$ cat src/rtl/seg7_pkg.sv
// Shared code points, segment bit positions and the display-code type for the
// seven-segment scan driver.
package seg7_pkg;

  typedef logic [4:0] seg7_code_t;

  localparam seg7_code_t SEG7_DASH    = 5'h0A;
  localparam seg7_code_t SEG7_HEX_A   = 5'h0B;
  localparam seg7_code_t SEG7_BLANK   = 5'h14;
  localparam seg7_code_t SEG7_DP_ONLY = 5'h15;

  // Segment pin order, bit7..bit0 = {DP,F,G,A,B,D,C,E}
  localparam int SEG_DP = 7;
  localparam int SEG_F  = 6;
  localparam int SEG_G  = 5;
  localparam int SEG_A  = 4;
  localparam int SEG_B  = 3;
  localparam int SEG_D  = 2;
  localparam int SEG_C  = 1;
  localparam int SEG_E  = 0;

endpackage

$ cat src/rtl/seg7_glyph_rom.sv
// Combinational display-code to active-high segment pattern lookup.
module seg7_glyph_rom
  import seg7_pkg::*;
(
  input  seg7_code_t  code,
  output logic [7:0]  pattern
);

  always_comb begin
    pattern = 8'h00;
    case (code)
      5'h00:        pattern = 8'h5F;
      5'h01:        pattern = 8'h0A;
      5'h02:        pattern = 8'h3D;
      5'h03:        pattern = 8'h3E;
      5'h04:        pattern = 8'h6A;
      5'h05:        pattern = 8'h76;
      5'h06:        pattern = 8'h77;
      5'h07:        pattern = 8'h1A;
      5'h08:        pattern = 8'h7F;
      5'h09:        pattern = 8'h7E;
      SEG7_DASH:    pattern[SEG_G] = 1'b1;
      SEG7_HEX_A:   pattern = 8'h7B;
      5'h0C:        pattern = 8'h67;
      5'h0D:        pattern = 8'h25;
      5'h0E:        pattern = 8'h2F;
      5'h0F:        pattern = 8'h75;
      5'h10:        pattern = 8'h71;
      SEG7_BLANK:   pattern = 8'h00;
      SEG7_DP_ONLY: pattern[SEG_DP] = 1'b1;
      default:      pattern = 8'h00;
    endcase
  end

endmodule

$ cat src/rtl/seg7_scan_driver.sv
// Time-multiplexed N-digit seven-segment scanner with per-frame snapshot and guard blanking.
// Optional: define SEG7_LEAD_ZERO_BLANK_EN to blank leading zeros when the snapshot is captured.
module seg7_scan_driver
  import seg7_pkg::*;
#(
  parameter int N_DIGITS       = 4,
  parameter int SCAN_DIV       = 1000,
  parameter int GUARD          = 16,
  parameter bit SEG_ACTIVE_LOW = 1'b0,
  parameter bit DIG_ACTIVE_LOW = 1'b1
) (
  input  logic                  clk,
  input  logic                  rst,
  input  logic                  en,
  input  logic [5*N_DIGITS-1:0] codes,
  input  logic [N_DIGITS-1:0]   dp,
  output logic [7:0]            seg,
  output logic [N_DIGITS-1:0]   dig,
  output logic                  frame
);

  localparam int DIV_W = $clog2(SCAN_DIV);
  localparam int IDX_W = (N_DIGITS > 1) ? $clog2(N_DIGITS) : 1;
  localparam logic [DIV_W-1:0]    DIV_LAST = DIV_W'(SCAN_DIV - 1);
  localparam logic [IDX_W-1:0]    IDX_LAST = IDX_W'(N_DIGITS - 1);
  localparam logic [7:0]          SEG_OFF  = {8{SEG_ACTIVE_LOW}};
  localparam logic [N_DIGITS-1:0] DIG_OFF  = {N_DIGITS{DIG_ACTIVE_LOW}};

  logic [DIV_W-1:0]    div_cnt_reg;
  logic [IDX_W-1:0]    idx_reg;
  seg7_code_t          snap_codes_reg [N_DIGITS];
  logic [N_DIGITS-1:0] snap_dp_reg;
  logic [7:0]          seg_reg;
  logic [N_DIGITS-1:0] dig_reg;
  logic                frame_reg;

  seg7_code_t          cap_codes [N_DIGITS];
  seg7_code_t          cur_code;
  logic                cur_dp;
  logic [7:0]          glyph;
  logic [7:0]          seg_lit;
  logic [N_DIGITS-1:0] dig_lit;
  logic                in_guard;

  genvar gi;

`ifdef SEG7_LEAD_ZERO_BLANK_EN
  // Walk down from the MSD; the leading run of zero codes without dp is blanked, digit 0 excepted.
  always_comb begin
    logic run;
    run       = 1'b1;
    cap_codes = '{default: SEG7_BLANK};
    for (int k = N_DIGITS - 1; k >= 0; k--) begin
      cap_codes[k] = codes[5*k +: 5];
      run = run & (codes[5*k +: 5] == 5'h00) & ~dp[k];
      if (run && (k != 0)) cap_codes[k] = SEG7_BLANK;
    end
  end
`else
  generate
    for (gi = 0; gi < N_DIGITS; gi++) begin : g_cap
      assign cap_codes[gi] = codes[5*gi +: 5];
    end
  endgenerate
`endif

  generate
    for (gi = 0; gi < N_DIGITS; gi++) begin : g_onehot
      assign dig_lit[gi] = (idx_reg == IDX_W'(gi));
    end

    if (N_DIGITS == 1) begin : g_one
      assign cur_code = snap_codes_reg[0];
      assign cur_dp   = snap_dp_reg[0];
    end else begin : g_many
      assign cur_code = snap_codes_reg[idx_reg];
      assign cur_dp   = snap_dp_reg[idx_reg];
    end

    if (GUARD == 0) begin : g_noguard
      assign in_guard = 1'b0;
    end else begin : g_guard
      assign in_guard = (div_cnt_reg < DIV_W'(GUARD));
    end
  endgenerate

  seg7_glyph_rom u_rom (
    .code    (cur_code),
    .pattern (glyph)
  );

  assign seg_lit = glyph | {cur_dp, 7'b0};

  always_ff @(posedge clk) begin
    if (rst) begin
      div_cnt_reg    <= '0;
      idx_reg        <= '0;
      snap_codes_reg <= '{default: SEG7_BLANK};
      snap_dp_reg    <= '0;
      seg_reg        <= SEG_OFF;
      dig_reg        <= DIG_OFF;
      frame_reg      <= 1'b0;
    end else if (!en) begin
      // Disabled: keep tracking the inputs so the first frame after enable is current.
      div_cnt_reg    <= '0;
      idx_reg        <= '0;
      snap_codes_reg <= cap_codes;
      snap_dp_reg    <= dp;
      seg_reg        <= SEG_OFF;
      dig_reg        <= DIG_OFF;
      frame_reg      <= 1'b0;
    end else begin
      frame_reg <= 1'b0;
      if (div_cnt_reg == DIV_LAST) begin
        div_cnt_reg <= '0;
        if (idx_reg == IDX_LAST) begin
          idx_reg        <= '0;
          snap_codes_reg <= cap_codes;
          snap_dp_reg    <= dp;
          frame_reg      <= 1'b1;
        end else begin
          idx_reg <= idx_reg + 1'b1;
        end
      end else begin
        div_cnt_reg <= div_cnt_reg + 1'b1;
      end

      if (in_guard) begin
        seg_reg <= SEG_OFF;
        dig_reg <= DIG_OFF;
      end else begin
        seg_reg <= seg_lit ^ SEG_OFF;
        dig_reg <= dig_lit ^ DIG_OFF;
      end
    end
  end

  assign seg   = seg_reg;
  assign dig   = dig_reg;
  assign frame = frame_reg;

endmodule

$ cat config.mk
export PLATFORM = sky130hd
export DESIGN_NAME = seg7_scan_driver
export DESIGN_NICKNAME = d
export VERILOG_FILES = /design/src/rtl/seg7_pkg.sv /design/src/rtl/seg7_glyph_rom.sv /design/src/rtl/seg7_scan_driver.sv
export SDC_FILE = /design/constraint.sdc
export NUM_CORES = 1
export LEC_CHECK = 0
export ABC_AREA = 1
export CAP_MARGIN = 20
export CORE_MARGIN = 1
export CORE_UTILIZATION = 49
export CTS_BUF_LIST = sky130_fd_sc_hd__clkbuf_4
export CTS_CLUSTER_DIAMETER = 60
export CTS_CLUSTER_SIZE = 28
export DETAILED_ROUTE_END_ITERATION = 12
export PLACE_DENSITY = 0.74
export SLEW_MARGIN = 20
export SYNTH_ARGS = -nofsm -noshare
export SYNTH_HDL_FRONTEND = slang
export SYNTH_HIERARCHICAL = 1
export SYNTH_SLANG_ARGS = --single-unit
$ cat constraint.sdc
create_clock -name clk -period 3.8 [get_ports clk]
set_input_delay 0.57 -clock clk [delete_from_list [all_inputs] [get_ports clk]]
set_output_delay 0.57 -clock clk [all_outputs]
set_load 0.02 [all_outputs]
Word level (Yosys, flattened, before mapping)
Cells that the tools add are included.
{"block": "classes", "addsub": 2, "magnitude_cmp": 3, "n_eq_ne": 23, "n_mux": 17, "bitwise_logic": 5, "reduce_logical": 12}
{"op": "5-bit case mux with 13 select lines", "n": 1}
{"op": "20-bit two-way mux", "n": 3}
{"op": "5-bit by 4-bit equality test with 1-bit output, second input constant", "n": 8}
{"op": "5-bit by 3-bit equality test with 1-bit output, second input constant", "n": 4}
{"op": "14-bit OR reduction", "n": 1}
{"op": "4-bit two-way mux", "n": 3}
{"op": "10-bit by 1-bit adder with 10-bit output, second input constant", "n": 1}
{"op": "5-bit binary-select mux with 2-bit select", "n": 1}
{"op": "10-bit equality test, second input constant", "n": 1}
{"op": "5-bit by 2-bit equality test with 1-bit output, second input constant", "n": 2}
{"op": "5-bit equality test, second input constant", "n": 2}
{"op": "10-bit by 5-bit less-than comparator with 1-bit output, second input constant", "n": 1}
{"op": "5-bit two-way mux", "n": 2}
{"op": "10-bit OR reduction", "n": 1}
{"op": "3-bit OR reduction", "n": 3}
{"op": "8-bit bitwise OR", "n": 1}
{"op": "2-bit OR reduction", "n": 4}
{"op": "5-bit by 1-bit equality test with 1-bit output, second input constant", "n": 1}
{"op": "5-bit zero test", "n": 1}
{"op": "1-bit two-way mux", "n": 5}
{"op": "2-bit equality test, second input constant", "n": 2}
{"op": "2-bit by 1-bit inequality test with 1-bit output, second input constant", "n": 2}
{"op": "4-bit NOT", "n": 1}
{"op": "3-bit greater-or-equal comparator, second input constant", "n": 1}
{"op": "9 further kinds", "n": 10}
{"block": "word_totals", "register_bits": 49, "out_inout_bits": 13}

Longest topological paths before layout
{"block": "depth", "word_depth": 8, "ltp_mapped": 15, "mapped_depth_nobuf": 14}

Modules after synthesis
The synthesis kept the hierarchy.
{"mod": "seg7_scan_driver", "n_inst": 1, "cells_per_inst": 289, "area_each_um2": 2115.8, "seq_area_each_um2": 980.9}
{"mod": "seg7_glyph_rom", "n_inst": 1, "cells_per_inst": 74, "area_each_um2": 325.3, "seq_area_each_um2": 0.0}

Worst setup path after synthesis
Ideal clock, no wire load.
{"block": "synth_timing", "path_type": "register to register", "startpoint": "register idx_reg[0]", "endpoint": "register seg_reg[3] (netlist: seg[3])", "setup_time_ps": 120, "t_arrival_ps": 1941, "required_ps": 3680, "slack_ps": 1739, "path_stages_with_launch": 14, "path_buffers": 1, "period_less_slack_ps": 2061, "cell_sequence": "dfxtp_1 inv_1 buf_1 a21oi_1 a21oi_1 nor2_1 nand2_2 nor2_1 inv_2 nand3_1 nor2_1 nand2_1 inv_1 nor2_1"}
{"block": "synth_between", "elab_chain_len": 8, "word_cells_on_any_way": 25, "classes_between": "15 x eq/ne; 4 x mux; 2 x bitwise; 4 x reduce/logical"}
{"element": "start, declared", "line": "seg7_scan_driver.sv:30", "rtl": "logic [IDX_W-1:0] idx_reg;"}
{"element": "start signal, assigned", "line": "seg7_scan_driver.sv:122", "rtl": "idx_reg <= idx_reg + 1'b1;"}
{"element": "2-bit NOT with 3-bit output (implied by the code) (*)", "line": "seg7_scan_driver.sv:76", "rtl": "assign cur_code = snap_codes_reg[idx_reg];"}
{"element": "5-bit binary-select mux with 2-bit select (*)", "line": "seg7_scan_driver.sv:76"}
{"element": "5-bit two-way mux (implied by the code) (*) (2 in series)", "line": "seg7_scan_driver.sv:76"}
{"element": "net cur_code[1]", "line": "seg7_scan_driver.sv:38", "rtl": "seg7_code_t cur_code;"}
{"element": "5-bit by 2-bit equality test with 1-bit output, or another cell as far along", "line": "seg7_glyph_rom.sv:11", "rtl": "case (code)"}
{"element": "2-bit OR reduction (no source line)"}
{"element": "5-bit case mux with 13 select lines (*)", "line": "seg7_glyph_rom.sv:11"}
{"element": "net glyph[3]", "line": "seg7_scan_driver.sv:40", "rtl": "logic [7:0] glyph;"}
{"element": "8-bit bitwise OR (*)", "line": "seg7_scan_driver.sv:92", "rtl": "assign seg_lit = glyph | {cur_dp, 7'b0};"}
{"element": "end signal, assigned", "line": "seg7_scan_driver.sv:132", "rtl": "seg_reg <= seg_lit ^ SEG_OFF;"}
{"element": "end, declared", "line": "seg7_scan_driver.sv:33", "rtl": "logic [7:0] seg_reg;"}
The timed path passes the listed nets; every way through them passes the cells marked *. The select of a mux whose other input is x is not followed.
A chain may end at the register's enable or synchronous reset.

Worst setup path in the final report
{"block": "layout_timing", "startpoint": "register idx_reg[0]", "endpoint": "register seg_reg[4] (netlist: seg[4])"}
The elaborated chain is that of the path after synthesis.

==> flow_summary.json <==
{
  "status": "completed",
  "power_density_nw_per_um2": 307,
  "vias_per_cell": 4.86,
  "clkTransAtPathRegs_ns": 0.14,
  "startpoint_type": "flop",
  "r2r_start": "idx_reg[0]",
  "drt.antenna.violating_nets": 0,
  "multiInputGateArea_um2": 1210,
  "crit_fanout": 18,
  "ys_seq_elements": 49,
  "cts_setup_buffers": 0,
  "final_layout_size_suffix_gt1_share_pct": 5.32,
  "die-height_um": 72.6,
  "largest_reg_flops": 20,
  "grt_max_degree": 42,
  "antenna_found_initial": 0,
  "syn_area_um2": 2440,
  "via_count": 2247,
  "grt_overflow_total": 0,
  "fin_tns_setup_ns": 0,
  "crit_top_cell": "nor2_1",
  "grt_pass1_wl_mm": 8.54,
  "ios": 40,
  "drt_wl_total_mm": 4.88,
  "cpMaxStageDelayCell": "dfxtp_1",
  "pwr-share-seq_pct": 61.0,
  "whs_ns": 0.463,
  "wire_per_inst_um": 10.6,
  "end_kind": "flop",
  "min_path_type": "reg2reg",
  "fillers": 488,
  "ctsResizeCount": 0,
  "internal-power_mw": 0.663,
  "path_cells": "inv_1 > o21ai_0 > a21oi_1 > a21oi_1 > nor2_1 > nand2_2 > nor2_1 > inv_2 > nand3_1 > nor2_1 > nand2_1 > inv_1 > nor2_1",
  "syn_area_per_cell_um2": 6.72,
  "ys_seq_area_share_pct": 40.2,
  "clk_latency_ns": 0.35,
  "hpwlAfterDp_mm": 3.47,
  "p_leak_nw": 1.30,
  "synthCells": 363,
  "cts_tree": "done",
  "numPortBuffers": 39,
  "startpoint": "idx_reg[0]",
  "reg2reg_setup_slack_ns": 1.18,
  "cp_num_buf_inv": 3,
  "cpPeakStageDelay_ns": 0.59,
  "post-route-min-period_ns": 2.62,
  "routabilityCongestion": 0.910,
  "cts_made_buffers": 5,
  "final_nets": 427,
  "floorplan.initialDensity_pct": 51.3,
  "drc_errors": 0,
  "layout.area.seq_um2": 981,
  "cp.arrival_ns": 2.85,
  "vdd_drop_max_v": 0.000203,
  "cts.sinks": 49,
  "path_class": "reg2reg",
  "ys.warnings.count": 6,
  "synth_edf_count": 0,
  "cts_buffer_depth": 2,
  "root_buffer": "clkbuf_4",
  "reg2reg_depth": 13,
  "fp-row-count": 25,
  "async_reset_ff_share_pct": 0,
  "rr_endpoint": "seg[4]",
  "slew_headroom_pct": 56.3,
  "hold_buffers": 0,
  "p_clk_share_pct": 25.2,
  "finalSetupViolations": 0,
  "core_um2": 4750,
  "slew_viol_final": 0,
  "diodes": 0,
  "drt_iter0_drc": 101,
  "fin_util_pct": 60.9,
  "crit_end": "seg[4]",
  "critical-path-top-delay-family": "compound AO/OA/AOI/OAI gates",
  "cp_num_cells": 13,
  "synthToLayoutAreaGrowth_pct": 18.6,
  "firstDrtPassIters": 4,
  "syn_nets": 395,
  "drv_cap": 0,
  "die_w_um": 72.6,
  "die_area_um2": 5270,
  "combPwrFrac_pct": 13.8,
  "synth_ff_type": "dfxtp_1",
  "htree_levels": 2,
  "switching_share_pct": 25.4,
  "grt.total_usage_pct": 20.4,
  "max_freq_mhz": 382,
  "finalCritPeriodShare_pct": 68.9,
  "hold_viol_final": 0,
  "required_ns": 4.03,
  "skew_ns": 0.0237,
  "switching_power_mw": 0.226,
  "rsz0062_at_grt": "no",
  "grt_pass1_vias": 2003,
  "synth_cell_type_count": 29,
  "worst_pin_slew_ns": 0.655
}
Yosys cell counts, types with 3 or more instances:
library cell | n | area (µm²)
buf_2 | 4 | 20.0
nand2_1 | 68 | 255
inv_2 | 5 | 18.8
ha_1 | 5 | 62.6
clkbuf_1 | 6 | 22.5
buf_1 | 3 | 11.3
dfxtp_1 | 49 | 981
a21oi_1 | 32 | 160
nor3_1 | 3 | 15.0
xor2_1 | 3 | 26.3
nor2_1 | 59 | 221
o21ai_0 | 15 | 75.1
nand2_2 | 3 | 18.8
nand3_1 | 48 | 240
inv_1 | 41 | 154
kinds of logic (layout without fill, tap and decap cells):
kind of cell,after synthesis,count (layout),share of synthesized area [%]
simple gates,192,192,34.8
buf+inv,62,94,10.4
compound gates,51,51,10.7
flops,49,49,40.2
fa+ha+maj,5,5,2.56
xor+xnor,4,4,1.44
stage by stage:
| step | setup WS, ns | instance area (µm²) | total power, mW | std cells |
|---|---|---|---|---|
| 2_1_floorplan | 1.74 | 2440 | 0.632 | 363 |
| 3_3_place_gp | 1.38 | 2850 | 0.675 | 455 |
| 3_5_place_dp | 1.22 | 2850 | 0.676 | 455 |
| 4_1_cts | 1.20 | 2900 | 0.898 | 462 |
| 5_1_grt | 0.792 | 2900 | 0.938 | 462 |
| 6_report | 1.18 | 2900 | 0.889 | 462 |
cell usage in the layout (no fill, tap or decap):
cell type,Yosys,final
a21oi_1,32,32
and2_1,1,1
and3_1,1,1
buf_4,0,1
clkbuf_4,0,6
clkdlybuf4s50_1,0,39
clkinv_1,1,2
dfxtp_1,49,49
ha_1,5,5
inv_1,41,41
inv_2,5,5
nand2_1,68,68
nand2_2,3,3
nand3_1,48,48
nand3_2,1,1
nand4_1,2,2
nand4_4,1,1
nor2_1,59,59
nor2_2,2,2
nor2_4,2,2
nor3_1,3,3
nor3b_1,1,1
o211ai_1,1,1
o21ai_0,15,15
o21ai_1,1,1
o22ai_1,2,2
xnor2_1,1,1
xor2_1,3,3
worst min path at each step:
stage | startpoint | depth (start not counted) | end
4_1_cts | div_cnt_reg[0] | 1 | div_cnt_reg[0]
5_1_grt | div_cnt_reg[0] | 1 | div_cnt_reg[0]
3_3_place_gp | div_cnt_reg[0] | 1 | div_cnt_reg[0]
3_5_place_dp | div_cnt_reg[0] | 1 | div_cnt_reg[0]
2_1_floorplan | div_cnt_reg[0] | 1 | div_cnt_reg[0]
6_report | div_cnt_reg[0] | 1 | div_cnt_reg[0]
routing by layer:
layer / share of wire (%) / GRT usage [%] / vias to the layer above
li1: - / - / 1218
met2: 47 / 34.3 / 63
met1: 47 / 25.8 / 962
met4: 0.94 / 6.75 / 0
met5: 0 / 0 / -
met3: 5.1 / 4.56 / 4
power groups by stage:
stage	logic, mW	clock network, mW	registers (mW)
6_report	0.123	0.224	0.542
5_1_grt	0.141	0.252	0.545
4_1_cts	0.123	0.233	0.542
3_5_place_dp	0.123	0	0.553
3_3_place_gp	0.121	0	0.553
2_1_floorplan	0.0819	0	0.550
final cells by class:
class                   count  area share [%]
repair buffers             40            13.7
flip-flops and latches     49            33.9
clock buffers               6            1.56
well taps                  67            2.90
multi-input cells         252            41.7
inverters                  47            6.09
clock inverters             1           0.130
No activity file was read; power rests on OpenSTA's default activity.
